File: src/rtl/native2axil.sv
// native2axil: AXI4-Lite master driven by a native pulse-request interface.
// Native side issues single-beat register reads/writes; one transaction is
// in flight at a time.
//
// Ports
//   AXI_ACLK, AXI_ARESET        clock, synchronous active-high reset
//   WEN/WADDR/WDATA             write request (sampled in IDLE only)
//   WACK/WERR                   write done pulse, |BRESP of last write
//   REN/RADDR                   read request (sampled in IDLE only)
//   RDATA/RVALID/RERR           read data (held), done pulse, |RRESP of last read
//   BUSY                        high whenever a transaction is in progress
//   DROP                        pulse: a request was discarded
//   AXI_AW*/W*/B*/AR*/R*        AXI4-Lite master channels
module native2axil #(
    parameter int       DATA_WIDTH = 32,
    parameter int       ADDR_WIDTH = 32,
    parameter bit [2:0] PROT       = 3'b000
) (
    input  logic                      AXI_ACLK,
    input  logic                      AXI_ARESET,

    input  logic                      WEN,
    input  logic [ADDR_WIDTH-1:0]     WADDR,
    input  logic [DATA_WIDTH-1:0]     WDATA,
    output logic                      WACK,
    output logic                      WERR,

    input  logic                      REN,
    input  logic [ADDR_WIDTH-1:0]     RADDR,
    output logic [DATA_WIDTH-1:0]     RDATA,
    output logic                      RVALID,
    output logic                      RERR,

    output logic                      BUSY,
    output logic                      DROP,

    output logic [ADDR_WIDTH-1:0]     AXI_AWADDR,
    output logic [2:0]                AXI_AWPROT,
    output logic                      AXI_AWVALID,
    input  logic                      AXI_AWREADY,

    output logic [DATA_WIDTH-1:0]     AXI_WDATA,
    output logic [DATA_WIDTH/8-1:0]   AXI_WSTRB,
    output logic                      AXI_WVALID,
    input  logic                      AXI_WREADY,

    input  logic [1:0]                AXI_BRESP,
    input  logic                      AXI_BVALID,
    output logic                      AXI_BREADY,

    output logic [ADDR_WIDTH-1:0]     AXI_ARADDR,
    output logic [2:0]                AXI_ARPROT,
    output logic                      AXI_ARVALID,
    input  logic                      AXI_ARREADY,

    input  logic [DATA_WIDTH-1:0]     AXI_RDATA,
    input  logic [1:0]                AXI_RRESP,
    input  logic                      AXI_RVALID,
    output logic                      AXI_RREADY
);

    typedef enum logic [2:0] {
        IDLE,
        WRITE,
        WRITE_RESP,
        READ_ADDR,
        READ_DATA
    } state_t;

    state_t state;

    assign AXI_WSTRB  = '1;
    assign AXI_AWPROT = PROT;
    assign AXI_ARPROT = PROT;
    assign BUSY       = (state != IDLE);

    always_ff @(posedge AXI_ACLK) begin
        if (AXI_ARESET) begin
            state       <= IDLE;
            WACK        <= 1'b0;
            WERR        <= 1'b0;
            RDATA       <= '0;
            RVALID      <= 1'b0;
            RERR        <= 1'b0;
            DROP        <= 1'b0;
            AXI_AWADDR  <= '0;
            AXI_AWVALID <= 1'b0;
            AXI_WDATA   <= '0;
            AXI_WVALID  <= 1'b0;
            AXI_BREADY  <= 1'b0;
            AXI_ARADDR  <= '0;
            AXI_ARVALID <= 1'b0;
            AXI_RREADY  <= 1'b0;
        end else begin
            WACK   <= 1'b0;
            RVALID <= 1'b0;
            DROP   <= 1'b0;

            case (state)
                IDLE: begin
                    if (WEN) begin
                        AXI_AWADDR  <= WADDR;
                        AXI_WDATA   <= WDATA;
                        AXI_AWVALID <= 1'b1;
                        AXI_WVALID  <= 1'b1;
                        // A simultaneous read loses to the write.
                        DROP        <= REN;
                        state       <= WRITE;
                    end else if (REN) begin
                        AXI_ARADDR  <= RADDR;
                        AXI_ARVALID <= 1'b1;
                        state       <= READ_ADDR;
                    end
                end

                WRITE: begin
                    DROP <= WEN | REN;
                    if (AXI_AWVALID && AXI_AWREADY) AXI_AWVALID <= 1'b0;
                    if (AXI_WVALID  && AXI_WREADY)  AXI_WVALID  <= 1'b0;
                    // A cleared VALID means that channel already completed;
                    // move on once neither channel is still outstanding.
                    if ((!AXI_AWVALID || AXI_AWREADY) &&
                        (!AXI_WVALID  || AXI_WREADY)) begin
                        AXI_BREADY <= 1'b1;
                        state      <= WRITE_RESP;
                    end
                end

                WRITE_RESP: begin
                    DROP <= WEN | REN;
                    if (AXI_BVALID) begin
                        AXI_BREADY <= 1'b0;
                        WACK       <= 1'b1;
                        WERR       <= |AXI_BRESP;
                        state      <= IDLE;
                    end
                end

                READ_ADDR: begin
                    DROP <= WEN | REN;
                    if (AXI_ARREADY) begin
                        AXI_ARVALID <= 1'b0;
                        AXI_RREADY  <= 1'b1;
                        state       <= READ_DATA;
                    end
                end

                READ_DATA: begin
                    DROP <= WEN | REN;
                    if (AXI_RVALID) begin
                        AXI_RREADY <= 1'b0;
                        RDATA      <= AXI_RDATA;
                        RVALID     <= 1'b1;
                        RERR       <= |AXI_RRESP;
                        state      <= IDLE;
                    end
                end

                default: begin
                    state <= IDLE;
                end
            endcase
        end
    end

endmodule

File: config.mk
export PLATFORM = sky130hd
export DESIGN_NAME = native2axil
export DESIGN_NICKNAME = d
export VERILOG_FILES = /design/src/rtl/native2axil.sv
export SDC_FILE = /design/constraint.sdc
export NUM_CORES = 1
export LEC_CHECK = 0
export BUFFER_PORTS_ARGS = -buffer_cell sky130_fd_sc_hd__buf_2
export CAP_MARGIN = 20
export CORE_MARGIN = 1
export CORE_UTILIZATION = 39
export DETAILED_ROUTE_END_ITERATION = 12
export GPL_TIMING_DRIVEN = 0
export HOLD_SLACK_MARGIN = 0.12
export PLACE_DENSITY = 0.75
export SLEW_MARGIN = 30
export SYNTH_ARGS = -nofsm -noshare
export SYNTH_HDL_FRONTEND = slang
export SYNTH_SLANG_ARGS = --single-unit
File: constraint.sdc
create_clock -name AXI_ACLK -period 1.55 [get_ports AXI_ACLK]
set_clock_uncertainty 0.05 [all_clocks]
set_input_delay 0.155 -clock AXI_ACLK [delete_from_list [all_inputs] [get_ports AXI_ACLK]]
set_output_delay 0.155 -clock AXI_ACLK [all_outputs]
set_load 0.03 [all_outputs]
# [After elaboration in Yosys (flattened, before gate mapping)]
# Index checks and enable logic that the tools add are counted.
[op_classes] n_mux=26 n_reduce_logical=28 bitwise_logic=4 n_eq_ne=14
[op_table] cell="two-way mux 3 bit" count=6
[op_table] cell="!= test 2 bit (second input constant)" count=9
[op_table] cell="one-hot mux 3 bit (5 select lines)" count=1
[op_table] cell="AND reduction 3 bit" count=5
[op_table] cell="two-way mux 1 bit" count=13
[op_table] cell="one-hot mux 1 bit (2 select lines)" count=6
[op_table] cell="nonzero test 2 bit" count=4
[op_table] cell="OR reduction 2 bit" count=4
[op_table] cell="equality test 3 x 2 -> 1 bit (second input constant)" count=2
[op_table] cell="AND reduction 2 bit" count=3
[op_table] cell="AND reduction 5 bit" count=1
[op_table] cell="AND reduction 4 bit" count=1
[op_table] cell="OR reduction 4 bit" count=1
[op_table] cell="equality test 3 x 1 -> 1 bit (second input constant)" count=1
[op_table] cell="equality test 3 bit (second input constant)" count=1
[op_table] cell="logical AND 1 bit" count=3
[op_table] cell="logical NOT 3 bit" count=1
[op_table] cell="!= test 3 bit (second input constant)" count=1
[op_table] cell="NOT 1 bit" count=3
[op_table] cell="nonzero test 3 bit" count=1
[op_table] cell="logical NOT 1 bit" count=2
[op_table] cell="logical OR 1 bit" count=2
[op_table] cell="OR 1 bit" count=1
[totals] register_bits=141 output_inout_bits=149 wordCells=87

# [Depth between registers and ports, before layout]
# Gate-level depths: netlist of the first run.
[depth] depth_word=5 mapped_depth=7 mapped_depth_nobuf=5

# [Least setup slack after synthesis of the first run]
# No wires, ideal clock.
[synth_path] path_type="reg2reg" startpoint="reg state[2]" endpoint="reg AXI_ARADDR[10]" arrival_ns=1.408 synth_period_minus_slack_ns=1.529 n_path_buf=2 setup_slack_ns=0.021 path_stages_with_launch=8 path_cell_list="dfxtp_1 > buf_6 > nor3_4 > inv_2 > nor3b_4 > buf_6 > nand2_1 > a21oi_1"
[synth_between] elab_chain_len=2
[synth_rtl] element="start: declaration" line="70" rtl="state_t state;"
[synth_rtl] element="start signal: assignment" line="79" rtl="state <= IDLE;"
[synth_rtl] element="start signal: assignment" line="108" rtl="state <= WRITE;"
[synth_rtl] element="start signal: assignment" line="112" rtl="state <= READ_ADDR;"
[synth_rtl] element="logical NOT 3 bit" line="99" rtl="case (state)"
[synth_rtl] element="AND reduction 3 bit (no source line)"
[synth_rtl] element="end signal: assignment" line="91" rtl="AXI_ARADDR <= '0;"
[synth_rtl] element="end signal: assignment" line="110" rtl="AXI_ARADDR <= RADDR;"
[synth_rtl] element="end: declaration" line="51" rtl="output logic [ADDR_WIDTH-1:0] AXI_ARADDR,"
# Every way passes these cells.
# A chain may end at the register's enable or synchronous reset.

# [Final worst setup path of the first run]
[layout_path] startpoint="reg state[1]" endpoint="reg AXI_ARADDR[7]"
# Same word-level chain as after synthesis.

==> results_dict.tcl, run 1 <==
set metrics [dict create \
    outcome "complete, but fails checks" \
    violations "setup timing" \
    vias 6115 \
    hp-class "input pin to register" \
    min_from "AXI_ARESET" \
    wl_per_cell_um 15.77 \
    fp-row-count 41 \
    insertion_delay_ns 0.41 \
    arrival_ns 1.89 \
    start_kind "register" \
    die_w_um 115.2 \
    synth_compound_area_frac 0.1446 \
    synthAdderAreaFrac 0 \
    clock_path_buffers 2 \
    p_leak_nw 4.200 \
    hpwl_um 11460 \
    slew_violations 0 \
    drtIter0Drc 405 \
    crit_chain "nor3_4 > inv_2 > nor3b_4 > buf_12 > buf_8 > nand2_1 > a21oi_1" \
    dieArea_sq_mm 0.01328 \
    cp-startpoint "state[1]" \
    cts-buffers-inserted 17 \
    netlist_area_sq_mm 0.005001 \
    grt_max_degree 17 \
    slowest_stage "dfxtp_4" \
    critical_path_required_ns 1.83 \
    end_kind "register" \
    clk_pin_slew_ns 0.06 \
    antennaDiodeCount 0 \
    hold_viol 0 \
    rsz0062_at_grt "true" \
    drive_above_1_share 0.3577 \
    crit_type "register to register" \
    layout.nets 1224 \
    synth_top_family_by_area "simple AND/OR/NAND/NOR gates" \
    synth_simple_gate_area_share 0.2287 \
    place_inst 1088 \
    max_freq_mhz 622.4 \
    grt_pass1_wl_um 28440 \
    synth_common_cells "nand2_1, dfxtp_1, a21oi_1, clkbuf_1, buf_2" \
    whs_ns 0.2383 \
    yosys_register_bits 141 \
    place_ws_ns -0.3787 \
    synth.most_common_cell "nand2_1" \
    async_flop_share 0 \
    muxShareOfSynthArea 0 \
    overflow 0 \
    drt_wl_total_um 19990 \
    stdcell_count 1268 \
    synth-main-ff-cell "dfxtp_1" \
    vias_per_cell 4.823 \
    max_stage_delay_ns 0.37 \
    drt-pass1-iter-count 5 \
    worst_ir_drop_vdd_v 0.0006932 \
    core_sq_mm 0.01257 \
    grt_pass1_vias 5889 \
    cts_tree "yes" \
    ios 290 \
    tightest_slew_ns 0.6361 \
    setup_violations 20 \
    p_per_area_mw_per_mm2 1218 \
    grt_antenna_before_repair 0 \
    clkSinkCount 141 \
    regToRegStartpoint "state[1]" \
    cts_max_level 4 \
    yosys_warnings 0 \
    synth_top_area_frac 0.5644 \
    slew_headroom 0.5759 \
    finalCritPeriodShare 1.037 \
    cts_root_buf "clkbuf_16" \
    synth-edff-count 0 \
    portBuffers 278 \
    period_needed_ns 1.607 \
    area_delta_synth_final_pct 81.29 \
    synth_cell_type_count 29 \
    critPathMaxFanout 10 \
    setup_slack_ns -0.05665 \
    grt_usage 0.2810 \
    start_util 0.3979 \
    drtAntennaViolNets 0 \
    gp_congestion 0.7901 \
    synthTopCellsByArea "dfxtp_1, nand2_1, a21oi_1" \
    seq_area_frac_synth 0.5644 \
    yosysTopAreaCell "dfxtp_1" \
    avgSynthCellArea_sq_um 7.938 \
    synthCells 630 \
    drv_cap 0 \
    die-height_um 115.2 \
    drc 0 \
    synth_xor_area_frac 0 \
]
## critical path, delay by kind of cell, from the launching register on
family	cells	cell delay [ns]
AO/OA/AOI/OAI	1	0.15
buffers and inverters	3	0.39
flip-flops	1	0.37
AND/OR/NAND/NOR	3	0.55
## registers in the layout, indices dropped and copies added, names as in the netlist
| register | flops |
|---|---|
| AXI_ARADDR | 32 |
| AXI_ARVALID | 1 |
| AXI_AWADDR | 32 |
| AXI_AWVALID | 1 |
| AXI_BREADY | 1 |
| AXI_RREADY | 1 |
| AXI_WDATA | 32 |
| AXI_WVALID | 1 |
| DROP | 1 |
| RDATA | 32 |
| RERR | 1 |
| RVALID | 1 |
| WACK | 1 |
| WERR | 1 |
| state | 3 |
## through the flow
stage	util	power (W)	TNS [ns]	area, sq um
4_1_cts	0.6983	0.01079	0	8776
3_3_place_gp	0.5281	0.005807	-19.76	6638
6_report	0.7214	0.01104	-0.3899	9066
5_1_grt	0.7214	0.01139	-4.418	9066
2_1_floorplan	-	0.005207	0	5031
3_5_place_dp	0.5281	0.005831	-21.56	6638
## kinds of logic after synthesis
family / Yosys count
AOI/OAI and AO/OA: 140
buffers and inverters: 59
DFF: 141
other: 2
and+or+nand+nor: 288
## report_power, final
group	total, W	leakage [nW]	switching, W	internal (W)
logic	0.00233	2.72	0.00139	0.000946
registers	0.00401	1.15	0.000140	0.00387
clock network	0.00469	0.327	0.00162	0.00307
## placed cells by master, fill, tap and decap left out, types with 3 or more instances in the layout
cell | synthesis | final
dlygate4sd3_1 | 0 | 139
dfxtp_1 | 141 | 138
nor2_1 | 9 | 8
clkbuf_2 | 0 | 5
a31oi_1 | 3 | 3
conb_1 | 2 | 10
a21oi_2 | 0 | 14
nand2_1 | 260 | 248
nor3_1 | 7 | 7
inv_6 | 0 | 3
clkinv_2 | 0 | 3
a21oi_1 | 130 | 115
buf_6 | 4 | 9
bufinv_16 | 0 | 6
nand2_4 | 0 | 7
inv_1 | 4 | 4
buf_8 | 0 | 3
nand2_2 | 0 | 5
buf_4 | 10 | 24
clkbuf_16 | 0 | 19
clkbuf_1 | 23 | 16
buf_2 | 12 | 279
## cell type report
class | instances | area [sq um]
inverters | 5 | 18.77
fillers | 836 | 3502
plain buffers | 53 | 369.1
multi-input cells | 438 | 2041
clock buffers | 18 | 439.2
well taps | 172 | 215.2
flip-flops and latches | 141 | 2831
clock inverters | 14 | 236.5
repair buffers | 427 | 2915
## layer usage
layer,global-route usage,share of wire,up-vias
met2,0.5084,0.51,313
met3,0.08803,0.082,70
li1,-,-,2929
met5,0,0,-
met4,0.1740,0.043,0
met1,0.2807,0.36,2803
## worst paths after layout
check,end,slack [ns],cells past startpoint
max,AXI_ARADDR[7],-0.06,7
min,DROP,0.24,3
max reg2reg,AXI_ARADDR[7],-0.06,7
min reg2reg,RDATA[11],0.40,2
## repair_timing
item	in CTS	in global routing
setup endpoints to repair	128	123
hold buffers	139	0
gates resized for setup	25	67
buffers inserted	1	7
hold endpoints to repair	139	0
pin swaps	2	19
cloned	0	2
(Power assumes the default switching activity.)
==> run 2, diff against run 1 <==
--- a/config.mk
+++ b/config.mk
@@ -7,12 +7,15 @@
 export LEC_CHECK = 0
 export BUFFER_PORTS_ARGS = -buffer_cell sky130_fd_sc_hd__buf_2
 export CAP_MARGIN = 20
+export CORE_ASPECT_RATIO = 2
 export CORE_MARGIN = 1
 export CORE_UTILIZATION = 39
 export DETAILED_ROUTE_END_ITERATION = 12
 export GPL_TIMING_DRIVEN = 0
 export HOLD_SLACK_MARGIN = 0.12
+export MAX_ROUTING_LAYER = met4
 export PLACE_DENSITY = 0.75
+export RECOVER_POWER = 25
 export SLEW_MARGIN = 30
 export SYNTH_ARGS = -nofsm -noshare
 export SYNTH_HDL_FRONTEND = slang
==> results_dict.tcl, run 2 (synthesis gave the netlist of run 1 again) <==
set metrics [dict create \
    outcome "complete, but fails checks" \
    violations "setup timing" \
    core_sq_mm 0.01255 \
    portBuffers 278 \
    gp_congestion 0.8021 \
    clock_path_buffers 2 \
    p_switching_w 0.003148 \
    drive_above_1_share 0.2957 \
    start_kind "register" \
    regToRegStartpoint "state[0]" \
    p_int_w 0.007020 \
    setup_slack_ns -0.06899 \
    finalSetupTns_ns -0.1503 \
    highest_layer "met4" \
    drt_wl_total_um 19300 \
    pwr-share-clk 0.384 \
    layout.nets 1227 \
    rr_endpoint "RDATA[9]" \
    start_util 0.3983 \
    worst_ir_drop_vdd_v 0.0009634 \
    crit_type "register to register" \
    cts_root_buf "clkbuf_16" \
    p_leak_nw 3.894 \
    critPathMaxFanout 10 \
    min_from "AXI_ARESET" \
    setup_violations 6 \
    max_freq_mhz 617.7 \
    p_sw_frac 0.3096 \
    clkSinkCount 141 \
    end_kind "register" \
    layout_common_cells "nand2_1, buf_2, dfxtp_1, dlygate4sd3_1, a21oi_1" \
    power_frac_seq 0.395 \
    rsz0062_at_grt "true" \
    drtIter0Drc 239 \
    clk_pin_slew_ns 0.07 \
    dieArea_sq_mm 0.01331 \
    grt_usage 0.2990 \
    overflow 0 \
    wl_per_cell_um 15.45 \
    holdPathStages 3 \
    cts-buffers-inserted 17 \
    cts_tree "yes" \
    arrival_ns 1.91 \
    drc 0 \
    cts_max_level 4 \
    antennaDiodeCount 0 \
    rr_worst_depth 6 \
    grt_max_degree 17 \
    hold_viol 0 \
    stdcell_count 1249 \
    grt_pass1_wl_um 28880 \
    fp-row-count 58 \
    critical_path_required_ns 1.84 \
    finalCritPeriodShare 1.045 \
    drtAntennaViolNets 0 \
    vias_per_cell 4.828 \
    hp-class "input pin to register" \
    place_inst 1066 \
    whs_ns 0.2514 \
    die-height_um 162.1 \
    slew_violations 0 \
    wl_met2_um 10540 \
    power_frac_comb 0.221 \
    drt-pass1-iter-count 5 \
    area_delta_synth_final_pct 75.01 \
    period_needed_ns 1.619 \
    die_w_um 82.07 \
    whs_endpoint "state[0]" \
    final_common_cell "nand2_1" \
    tightest_slew_ns 0.6292 \
    drv_cap 0 \
    grt_pass1_vias 6122 \
    p_per_area_mw_per_mm2 1162 \
    ios 290 \
    vias 6030 \
    insertion_delay_ns 0.41 \
    cp-startpoint "state[0]" \
    met1_length_um 6735 \
    grt_antenna_before_repair 0 \
    wl_met3_um 1059 \
    hpwl_um 11970 \
    rrSetupSlack_ns -0.07 \
    slew_headroom 0.5806 \
]
[run 2: changes by cell type in the layout (fill, tap and decap cells not counted), sizes merged]
cell	previous run	this run
clkbuf	43	86
clkinvlp	2	5
bufinv	6	1
clkinv	3	1
inv	8	11
buf	316	277
[run 2: area by class of cell]
| class | count | area [sq um] |
|---|---|---|
| Fill cell | 956 | 3802 |
| Multi-Input combinational cell | 438 | 1932 |
| Clock buffer | 19 | 432.9 |
| Timing Repair Buffer | 429 | 2854 |
| Clock inverter | 13 | 131.4 |
| Inverter | 5 | 18.77 |
| Tap cell | 150 | 187.7 |
| Sequential cell | 141 | 2828 |
| Buffer | 54 | 367.9 |
[run 2: power groups by stage]
stage / Clock [W] / Combinational (W) / Sequential [W]
finish: 0.00391 / 0.00225 / 0.00401
global route: 0.00413 / 0.00241 / 0.00404
CTS: 0.00398 / 0.00213 / 0.00400
detailed placement: 0 / 0.00177 / 0.00408
global placement: 0 / 0.00175 / 0.00407
floorplan: 0 / 0.000673 / 0.00453
[run 2: per-stage QoR]
stage / power [W] / cell area [sq um] / util / worst slack, ns
after CTS: 0.01011 / 8680 / 0.6913 / -0.01104
after global placement: 0.005815 / 6610 / 0.5265 / -0.2521
after detailed placement: 0.005842 / 6610 / 0.5265 / -0.2684
final: 0.01017 / 8752 / 0.6971 / -0.06899
after global routing: 0.01058 / 8752 / 0.6971 / -0.1455
after floorplan: 0.005207 / 5031 / - / 0.02147
[run 2: how the worst max path moves through the flow]
stage | end
global placement | AXI_AWADDR[30]
finish | RDATA[9]
floorplan | AXI_ARADDR[10]
global route | RDATA[9]
detailed placement | AXI_AWADDR[24]
CTS | AXI_ARADDR[21]
[run 2: repair_timing]
action,CTS,global route
setup endpoints to repair,126,121
hold buffers,139,0
buffers inserted,4,7
endpoints found under the hold margin,139,0
resized for setup,30,20
gates cloned,0,1
pin swaps,2,2
[run 2: critical path, stage by stage (launching register included)]
cell and delay (ns):
dfxtp_2 0.35, nor2_1 0.24, and3_1 0.19, buf_2 0.19, buf_2 0.25, nand2_1 0.10, a21oi_1 0.17
[run 2: layer usage]
layer,up-vias,GRT usage
met2,282,0.5255
met1,2741,0.2746
met3,85,0.07360
met4,0,0.1930
met5,-,-
li1,2922,-
==> run 3, diff against run 2 <==
--- a/config.mk
+++ b/config.mk
@@ -16,6 +16,7 @@
 export MAX_ROUTING_LAYER = met4
 export PLACE_DENSITY = 0.75
 export RECOVER_POWER = 25
+export SKIP_CTS_REPAIR_TIMING = 1
 export SLEW_MARGIN = 30
 export SYNTH_ARGS = -nofsm -noshare
 export SYNTH_HDL_FRONTEND = slang
==> results_dict.tcl, run 3 (synthesis gave the netlist of run 1 again) <==
set metrics [dict create \
    vias_per_cell 4.864 \
    drt-pass1-iter-count 5 \
    drc 0 \
    hp-class "input pin to register" \
    outcome "complete, but fails checks" \
    final_common_cell "buf_2" \
    dieArea_sq_mm 0.01331 \
    cts_max_level 4 \
    p_per_area_mw_per_mm2 1161 \
    p_leak_nw 4.026 \
    drt_wl_total_um 19690 \
    area_delta_synth_final_pct 74.56 \
    max_freq_mhz 620.0 \
    clk_pin_slew_ns 0.06 \
    layout.nets 1219 \
    violations "setup timing" \
    core_sq_mm 0.01255 \
    finalCritPeriodShare 1.041 \
    start_util 0.3983 \
    slew_headroom 0.5580 \
    drtAntennaViolNets 0 \
    finalPower_w 0.01013 \
    final_area_sq_mm 0.008730 \
    p_switching_w 0.003154 \
    die-height_um 162.1 \
    setup_violations 5 \
    critPathMaxFanout 10 \
    drtIter0Drc 249 \
    die_w_um 82.07 \
    setup_slack_ns -0.06278 \
    drive_above_1_share 0.3346 \
    rrSetupSlack_ns -0.06 \
    overflow 0 \
    p_sw_frac 0.3112 \
    portBuffers 278 \
    gp_congestion 0.8021 \
    power_frac_comb 0.218 \
    whs_ns 0.2887 \
    layout_common_cells "buf_2, nand2_1, dfxtp_1, dlygate4sd3_1, a21oi_1" \
    worst_ir_drop_vdd_v 0.0009409 \
    start_kind "register" \
    clkSinkCount 141 \
    grt_pass1_wl_um 23650 \
    grt_usage 0.2464 \
    crit_chain "nor3_4 > inv_2 > nor3b_4 > buf_12 > buf_8 > nand2_1 > a21oi_1" \
    hpwl_um 11970 \
    end_kind "register" \
    critical_path_required_ns 1.83 \
    slew_violations 0 \
    ios 290 \
    place_ws_ns -0.2684 \
    cts_root_buf "clkbuf_16" \
    placed_cell_area_sq_mm 0.006610 \
    stdcell_count 1241 \
    critical_path_buf_inv_count 3 \
    crit_type "register to register" \
    cts-buffers-inserted 17 \
    fillers 928 \
    grt_antenna_before_repair 0 \
    slowest_stage "dfxtp_4" \
    arrival_ns 1.89 \
    clock_path_buffers 2 \
    cts_tree "yes" \
    rsz0062_at_grt "true" \
    antennaDiodeCount 0 \
    drv_cap 0 \
    crit_family "simple AND/OR/NAND/NOR gates" \
    p_int_w 0.006981 \
    period_needed_ns 1.613 \
    max_stage_delay_ns 0.37 \
    hold_viol 0 \
    grt_pass1_vias 4812 \
    multiInputGateArea_sq_mm 0.001946 \
    fp-row-count 58 \
    wl_per_cell_um 15.87 \
    pwr-share-clk 0.386 \
    grt_max_degree 17 \
    power_frac_seq 0.396 \
    tightest_slew_ns 0.6630 \
    insertion_delay_ns 0.41 \
    vias 6036 \
    place_inst 1066 \
    regArea_sq_mm 0.002828 \
]
run 3: cell count changes in the layout (fill, tap and decap cells not counted), moves of 3 or more:
cell / before / now
clkbuf_1: 63 / 19
buf_2: 241 / 282
buf_4: 23 / 20
a21oi_1: 124 / 121
a21oi_2: 6 / 9
buf_6: 8 / 5
run 3: final cells by class:
class                      count  area share
buffer                        54     0.04128
tap                          150     0.02150
clock inverter                13     0.01505
multi-input combinational    438      0.2229
sequential                   141      0.3239
timing repair buffer         421      0.3236
inverter                       5    0.002150
clock buffer                  19     0.04959
run 3: worst min-delay path, stage by stage:
cell and delay (ns):
clkbuf_1 0.28, o32a_1 0.21, o31ai_1 0.06
run 3: power groups by stage:
stage,combinational [W],sequential [W],clock [W]
floorplan,0.000673,0.00453,0
global placement,0.00175,0.00407,0
detailed placement,0.00177,0.00408,0
CTS,0.00177,0.00400,0.00398
global route,0.00236,0.00404,0.00414
finish,0.00221,0.00401,0.00392
run 3: worst paths after layout:
| check | startpoint | to | cells after the start |
|---|---|---|---|
| setup / recovery | state[1] | AXI_ARADDR[13] | 7 |
| hold / removal | AXI_ARESET | state[0] | 3 |
| setup reg to reg | state[1] | AXI_ARADDR[13] | 7 |
| hold reg to reg | AXI_WDATA[31] | AXI_WDATA[31] | 2 |
run 3: per-layer routing:
metal	GRT usage	up-vias	share of wire
met2	0.4421	300	0.55
met3	0.05112	75	0.057
met4	0.1077	0	0.041
li1	-	2912	-
met5	-	-	0
met1	0.2466	2749	0.35
run 3: stage by stage:
| stage | util | TNS (ns) |
|---|---|---|
| after floorplan | - | 0 |
| after global placement | 0.5265 | -17.88 |
| after detailed placement | 0.5265 | -19.39 |
| after CTS | 0.5715 | -20.21 |
| after global routing | 0.6953 | -2.654 |
| final | 0.6953 | -0.1577 |
